### src/rtl/secuenciador_lectura_bcd.sv
// Fetches the 32 glyph rows of a 2-digit BCD byte from the character ROM
// and hands them, row by row, to the pixel serializer.
module secuenciador_lectura_bcd #(
    parameter int FILAS   = 16,
    parameter int ROM_LAT = 1,
    parameter int ANCHO   = 8
) (
    input  logic             clk,
    input  logic             reset_n,
    input  logic             inicio,
    input  logic [7:0]       dato_bcd,
    output logic             selector,
    input  logic [10:0]      direccion_dec,
    output logic             rom_en,
    output logic [10:0]      rom_addr,
    input  logic [ANCHO-1:0] rom_data,
    output logic [ANCHO-1:0] fila_dato,
    output logic             fila_valida,
    input  logic             fila_listo,
    output logic [3:0]       fila_idx,
    output logic             digito,
    output logic             ocupado,
    output logic             fin,
    output logic             error_bcd
);
    localparam int CW = (ROM_LAT > 1) ? $clog2(ROM_LAT) : 1;
    localparam logic [CW-1:0] LAT_FIN = CW'(ROM_LAT - 1);
    localparam logic [3:0] ULTIMA = 4'(FILAS - 1);

    typedef enum logic [2:0] {
        REPOSO,
        FIJAR,
        LEER,
        ESPERA,
        ENTREGA
    } estado_t;

    estado_t          estado, estado_d;
    logic [7:0]       dato_q, dato_d;
    logic [10:0]      base_q, base_d;
    logic [3:0]       fila_q, fila_d;
    logic [CW-1:0]    cnt_q, cnt_d;
    logic [ANCHO-1:0] fdato_d;
    logic             sel_d, blanco_q, blanco_d, fin_d, err_d;
    logic [3:0]       nibble;

    assign nibble      = selector ? dato_q[7:4] : dato_q[3:0];
    assign rom_addr    = base_q + {7'd0, fila_q};
    assign rom_en      = (estado == LEER) && !blanco_q;
    assign fila_valida = (estado == ENTREGA);
    assign fila_idx    = fila_q;
    assign digito      = selector;
    assign ocupado     = (estado != REPOSO);

    always_ff @(posedge clk or negedge reset_n) begin
        if (!reset_n) begin
            estado    <= REPOSO;
            dato_q    <= '0;
            selector  <= 1'b0;
            base_q    <= '0;
            fila_q    <= '0;
            cnt_q     <= '0;
            blanco_q  <= 1'b0;
            fila_dato <= '0;
            fin       <= 1'b0;
            error_bcd <= 1'b0;
        end else begin
            estado    <= estado_d;
            dato_q    <= dato_d;
            selector  <= sel_d;
            base_q    <= base_d;
            fila_q    <= fila_d;
            cnt_q     <= cnt_d;
            blanco_q  <= blanco_d;
            fila_dato <= fdato_d;
            fin       <= fin_d;
            error_bcd <= err_d;
        end
    end

    always_comb begin
        estado_d = estado;
        dato_d   = dato_q;
        sel_d    = selector;
        base_d   = base_q;
        fila_d   = fila_q;
        cnt_d    = cnt_q;
        blanco_d = blanco_q;
        fdato_d  = fila_dato;
        fin_d    = 1'b0;
        err_d    = error_bcd;
        unique case (estado)
            REPOSO: begin
                if (inicio) begin
                    dato_d   = dato_bcd;
                    err_d    = 1'b0;
                    sel_d    = 1'b1;
                    fila_d   = '0;
                    estado_d = FIJAR;
                end
            end
            FIJAR: begin
                // A non-decimal nibble becomes a blank digit with normal timing
                base_d   = direccion_dec;
                blanco_d = (nibble > 4'd9);
                if (nibble > 4'd9) err_d = 1'b1;
                estado_d = LEER;
            end
            LEER: begin
                cnt_d    = '0;
                estado_d = ESPERA;
            end
            ESPERA: begin
                if (cnt_q == LAT_FIN) begin
                    fdato_d  = blanco_q ? '0 : rom_data;
                    estado_d = ENTREGA;
                end else begin
                    cnt_d = cnt_q + 1'b1;
                end
            end
            ENTREGA: begin
                if (fila_listo) begin
                    if (fila_q != ULTIMA) begin
                        fila_d   = fila_q + 4'd1;
                        estado_d = LEER;
                    end else if (selector) begin
                        fila_d   = '0;
                        sel_d    = 1'b0;
                        estado_d = FIJAR;
                    end else begin
                        fila_d   = '0;
                        fin_d    = 1'b1;
                        estado_d = REPOSO;
                    end
                end
            end
            default: estado_d = REPOSO;
        endcase
    end
endmodule
### config.mk
export PLATFORM = sky130hd
export DESIGN_NAME = secuenciador_lectura_bcd
export DESIGN_NICKNAME = d
export VERILOG_FILES = /design/src/rtl/secuenciador_lectura_bcd.sv
export SDC_FILE = /design/constraint.sdc
export NUM_CORES = 1
export LEC_CHECK = 0
export ABC_AREA = 0
export CAP_MARGIN = 40
export CORE_MARGIN = 8
export CORE_UTILIZATION = 41
export CTS_BUF_LIST = sky130_fd_sc_hd__clkbuf_8 sky130_fd_sc_hd__clkbuf_16
export CTS_CLUSTER_DIAMETER = 150
export DETAILED_ROUTE_END_ITERATION = 10
export PLACE_DENSITY = 0.81
export SLEW_MARGIN = 20
export SYNTH_ARGS = -nofsm -noshare
export SYNTH_HDL_FRONTEND = slang
export SYNTH_SLANG_ARGS = --single-unit
### constraint.sdc
create_clock -name clk -period 2.2 [get_ports clk]
set_input_delay 0.33 -clock clk [delete_from_list [all_inputs] [get_ports clk]]
set_output_delay 0.33 -clock clk [all_outputs]
set_load 0.02 [all_outputs]
==> results by group <==
Timing
  – Period utilization: 107%
  – RSZ-0062 raised after global routing: yes
  – Fin crit period: between 2 and 2.5 ns
  – Setup-failing EPs final: 5
  – Clock Skew: 0.00361 ns
  – Slew at the pin closest to its max-slew limit: between 0.5 and 0.6 ns
  – Setup TNS: -0.395 ns
  – Final hold violation count: 0
  – Final WS setup: -0.144 ns
  – Final Max Slew Viols: 0
  – Fmax: ~0.43 GHz
  – Slew margin rel.: roughly 64%

Logic synthesis
  – Synth Area per Inst: 10.6 sq um
  – Ys Warns: 0
  – #FFs+latches synth: 36
  – Post-Syn Area: ~1900 sq um
  – Syn Inst Count: 181
  – Syn_nets: about 220
  – Seq/Total Area, Yosys: roughly 47%
  – Post-synth ARST share: 100%
  – Netlist cell types: between 40 and 50
  – Most used flip-flop cell after synthesis: dfrtp_1
  – Post-synth EDFFs: 0

Critical path
  – Crit-path max FO: 4
  – Kind of launch point of the worst setup path: register
  – Crit path kind: reg2out
  – Crit. End Element: output port
  – Worst Path Arrival: 2.01 ns
  – Req. time, crit path: between 1.5 and 2 ns

Floorplanning
  – Core Area: 4600 sq um
  – Die Span Y: 84.3 microns
  – Die area: a little over 7000 sq um
  – I/O pins: between 60 and 70
  – Width of the die: 84.3 microns
  – Starting Density: 41.6%
  – Std cell rows: 25

GRT
  – Gr ovfl total: 0
  – M3 GR Usage: about 6.2%
  – Met1 GRT Util: 14.6%
  – Largest net degree at the start of global routing: 37
  – Vias in the first global route: between 1500 and 2000
  – First-pass GRT wire length: around 7900 microns
  – Initial antenna violation count: 0
  – GRT Overall Usage: 13.3%
  – GR peak layer: met2
  – Met2 Use GR: between 20% and 30%

Clock tree
  – CTS clk-pin slew, worst paths: approximately 0.07 ns
  – Clock Latency Late Sink: 0.28 ns
  – H-tree depth: 2
  – Root Driver: clkbuf_8
  – Clock Sinks: 36
  – CTS tree: built
  – Post-CTS Hold Fix Bufs: 0
  – CTS buffer count: 5
  – CTS Buffer Depth: 2

Cells and area
  – Design area: just under 3000 sq um
  – Layout cells sized above 1: about a quarter
  – Area grow syn2layout: 51.6%
  – N_diodes: 0
  – Nets@finish: a little over 300
  – Fill cell count: 387
  – Core Util, Final: a little over three fifths

Place
  – Final RePlAce weighted congestion: around 0.8
  – Placed wire-length estimate: roughly 3600 microns
  – Pre-CTS setup slack: -0.322 ns
  – Cell area after placement: between 2000 and 3000 sq um
  – Port Buffers: 58

Outcome
  – Result of the run: complete, but fails checks
  – Failing checks: negative setup slack

Power and ir drop
  – Sequential share of power: a little under a third
  – Internal power: 2320 uW
  – Pwr dens: between 1000 and 1500 nW/um^2
  – Total leakage power: around 0.0013 uW
  – Comb pwr share: between 50 and 60%
  – Maximum vdd drop: 0.765 mV
  – Clock power frac: 12.8%
  – Psw: 1570 uW
  – Net Sw Frac: roughly 40%

Route
  – DRC: 0
  – Total wire length: about 4600 microns
  – Routed Antenna Nets: 0
  – Drt pass-1 iters: 4
  – Routed wire per std cell: 14.4 microns
  – Vias per cell: 5.13
  – Initial DRC Count: 33
  – Via count: ~1600

Worst hold path
  – Worst Hold Class: in2async

Job
  – Max-Cap Viols: 0
-- critical path, stage by stage, from the launching register on --
cell	delay, ns
dfrtp_2	0.39
ha_4	0.14
inv_2	0.03
fa_2	0.34
nand2b_4	0.18
a2111oi_4	0.32
xor2_1	0.18
buf_4	0.16
-- path summary, 6_finish.rpt --
check | start | endpoint | slack, ns | cells after the start
setup / recovery | fila_idx[0] | rom_addr[10] | -0.14 | 7
hold / removal | reset_n | fila_dato[7] | 0.46 | 2
setup reg to reg | estado[1] | dato_q[2] | 0.58 | 4
hold reg to reg | fila_dato[4] | fila_dato[4] | 0.48 | 2
max in group asynchronous | reset_n | fila_idx[0] | 1.40 | 2
min in group clk | fila_dato[4] | fila_dato[4] | 0.48 | 2
-- through the flow --
step | cells | total power, uW | hold slack (ns)
after global placement | 309 | 3340 | 0.461
after CTS | 317 | 3900 | 0.476
after floorplan | 181 | 2490 | 0.0344
final | 320 | 3900 | 0.460
after detailed placement | 309 | 3420 | 0.473
after global routing | 320 | 4190 | 0.505
-- power by group through the flow --
| stage | logic [uW] | registers (uW) | clock network, uW |
|---|---|---|---|
| after floorplan | 1250 | 1240 | 0 |
| after global placement | 2150 | 1190 | 0 |
| after detailed placement | 2200 | 1210 | 0 |
| after CTS | 2170 | 1220 | 513 |
| after global routing | 2380 | 1260 | 550 |
| final | 2180 | 1220 | 498 |
-- metal layers --
| metal | up-vias | part of all wire (%) |
|---|---|---|
| met1 | 792 | 40 |
| met4 | 0 | 0.67 |
| met2 | 46 | 50 |
| met5 | - | 0 |
| li1 | 800 | - |
| met3 | 3 | 8.6 |
-- kinds of logic (layout without fill, tap and decap cells) --
group / after synthesis / count (layout) / synth area share, %
compound gates: 45 / 45 / 14.3
buf+inv: 19 / 104 / 5.17
mux: 15 / 15 / 8.70
simple gates: 53 / 53 / 17.2
flops: 36 / 36 / 47.1
fa+ha+maj: 6 / 6 / 4.32
xor+xnor: 7 / 7 / 3.21
-- layout make-up --
| type | instances | area (sq um) | share of cell area, % |
|---|---|---|---|
| multi-input combinational | 126 | 1020 | 35.1 |
| sequential | 36 | 903 | 31.2 |
| timing repair buffer | 85 | 768 | 26.5 |
| clock buffer | 7 | 96.3 | 3.32 |
| tap | 54 | 67.6 | 2.33 |
| inverter | 12 | 45.0 | 1.55 |
-- flip-flops by register name (all words and copies together) (netlist names) --
name,cells
blanco_q,1
base_q,11
fila_idx,4
error_bcd,1
fila_dato,8
digito,1
estado,3
fin,1
dato_q,6
-- cell usage in the layout, fill, tap and decap left out, types with 3 or more instances in the layout --
cell type and n:
inv_1 11, a211oi_2 3, a21oi_1 4, o21ai_0 20, o21ai_1 5, nand2_1 13, dfrtp_1 34, nand3b_1 3
o211ai_1 4, nor2b_1 3, nand3_1 5, mux2_1 13, nor2_1 4, xnor2_1 3, clkdlybuf4s50_1 45, xor2_1 3
clkbuf_8 7, ha_4 4, and3_1 3, buf_4 33, nand2b_1 10
-- cells in the mapped netlist, types with 4 or more instances --
master / instances / area [sq um]
dfrtp_1: 36 / 901
o21ai_0: 21 / 105
mux2_1: 13 / 146
nand2_1: 13 / 48.8
inv_1: 12 / 45.0
nand2b_1: 11 / 68.8
ha_1: 5 / 62.6
nand3_1: 5 / 25.0
a21oi_1: 4 / 20.0
nor2_1: 4 / 15.0
o211ai_1: 4 / 30.0
o21ai_1: 4 / 20.0
xnor2_1: 4 / 35.0
-- timing repair --
item / CTS / global route
setup buffers: 1 / 3
resized for setup: 49 / 12
pin swaps: 2 / 6
endpoints found under the setup margin: 11 / 11
gates cloned: 0 / 0
No activity file was read; power rests on OpenSTA's default activity.
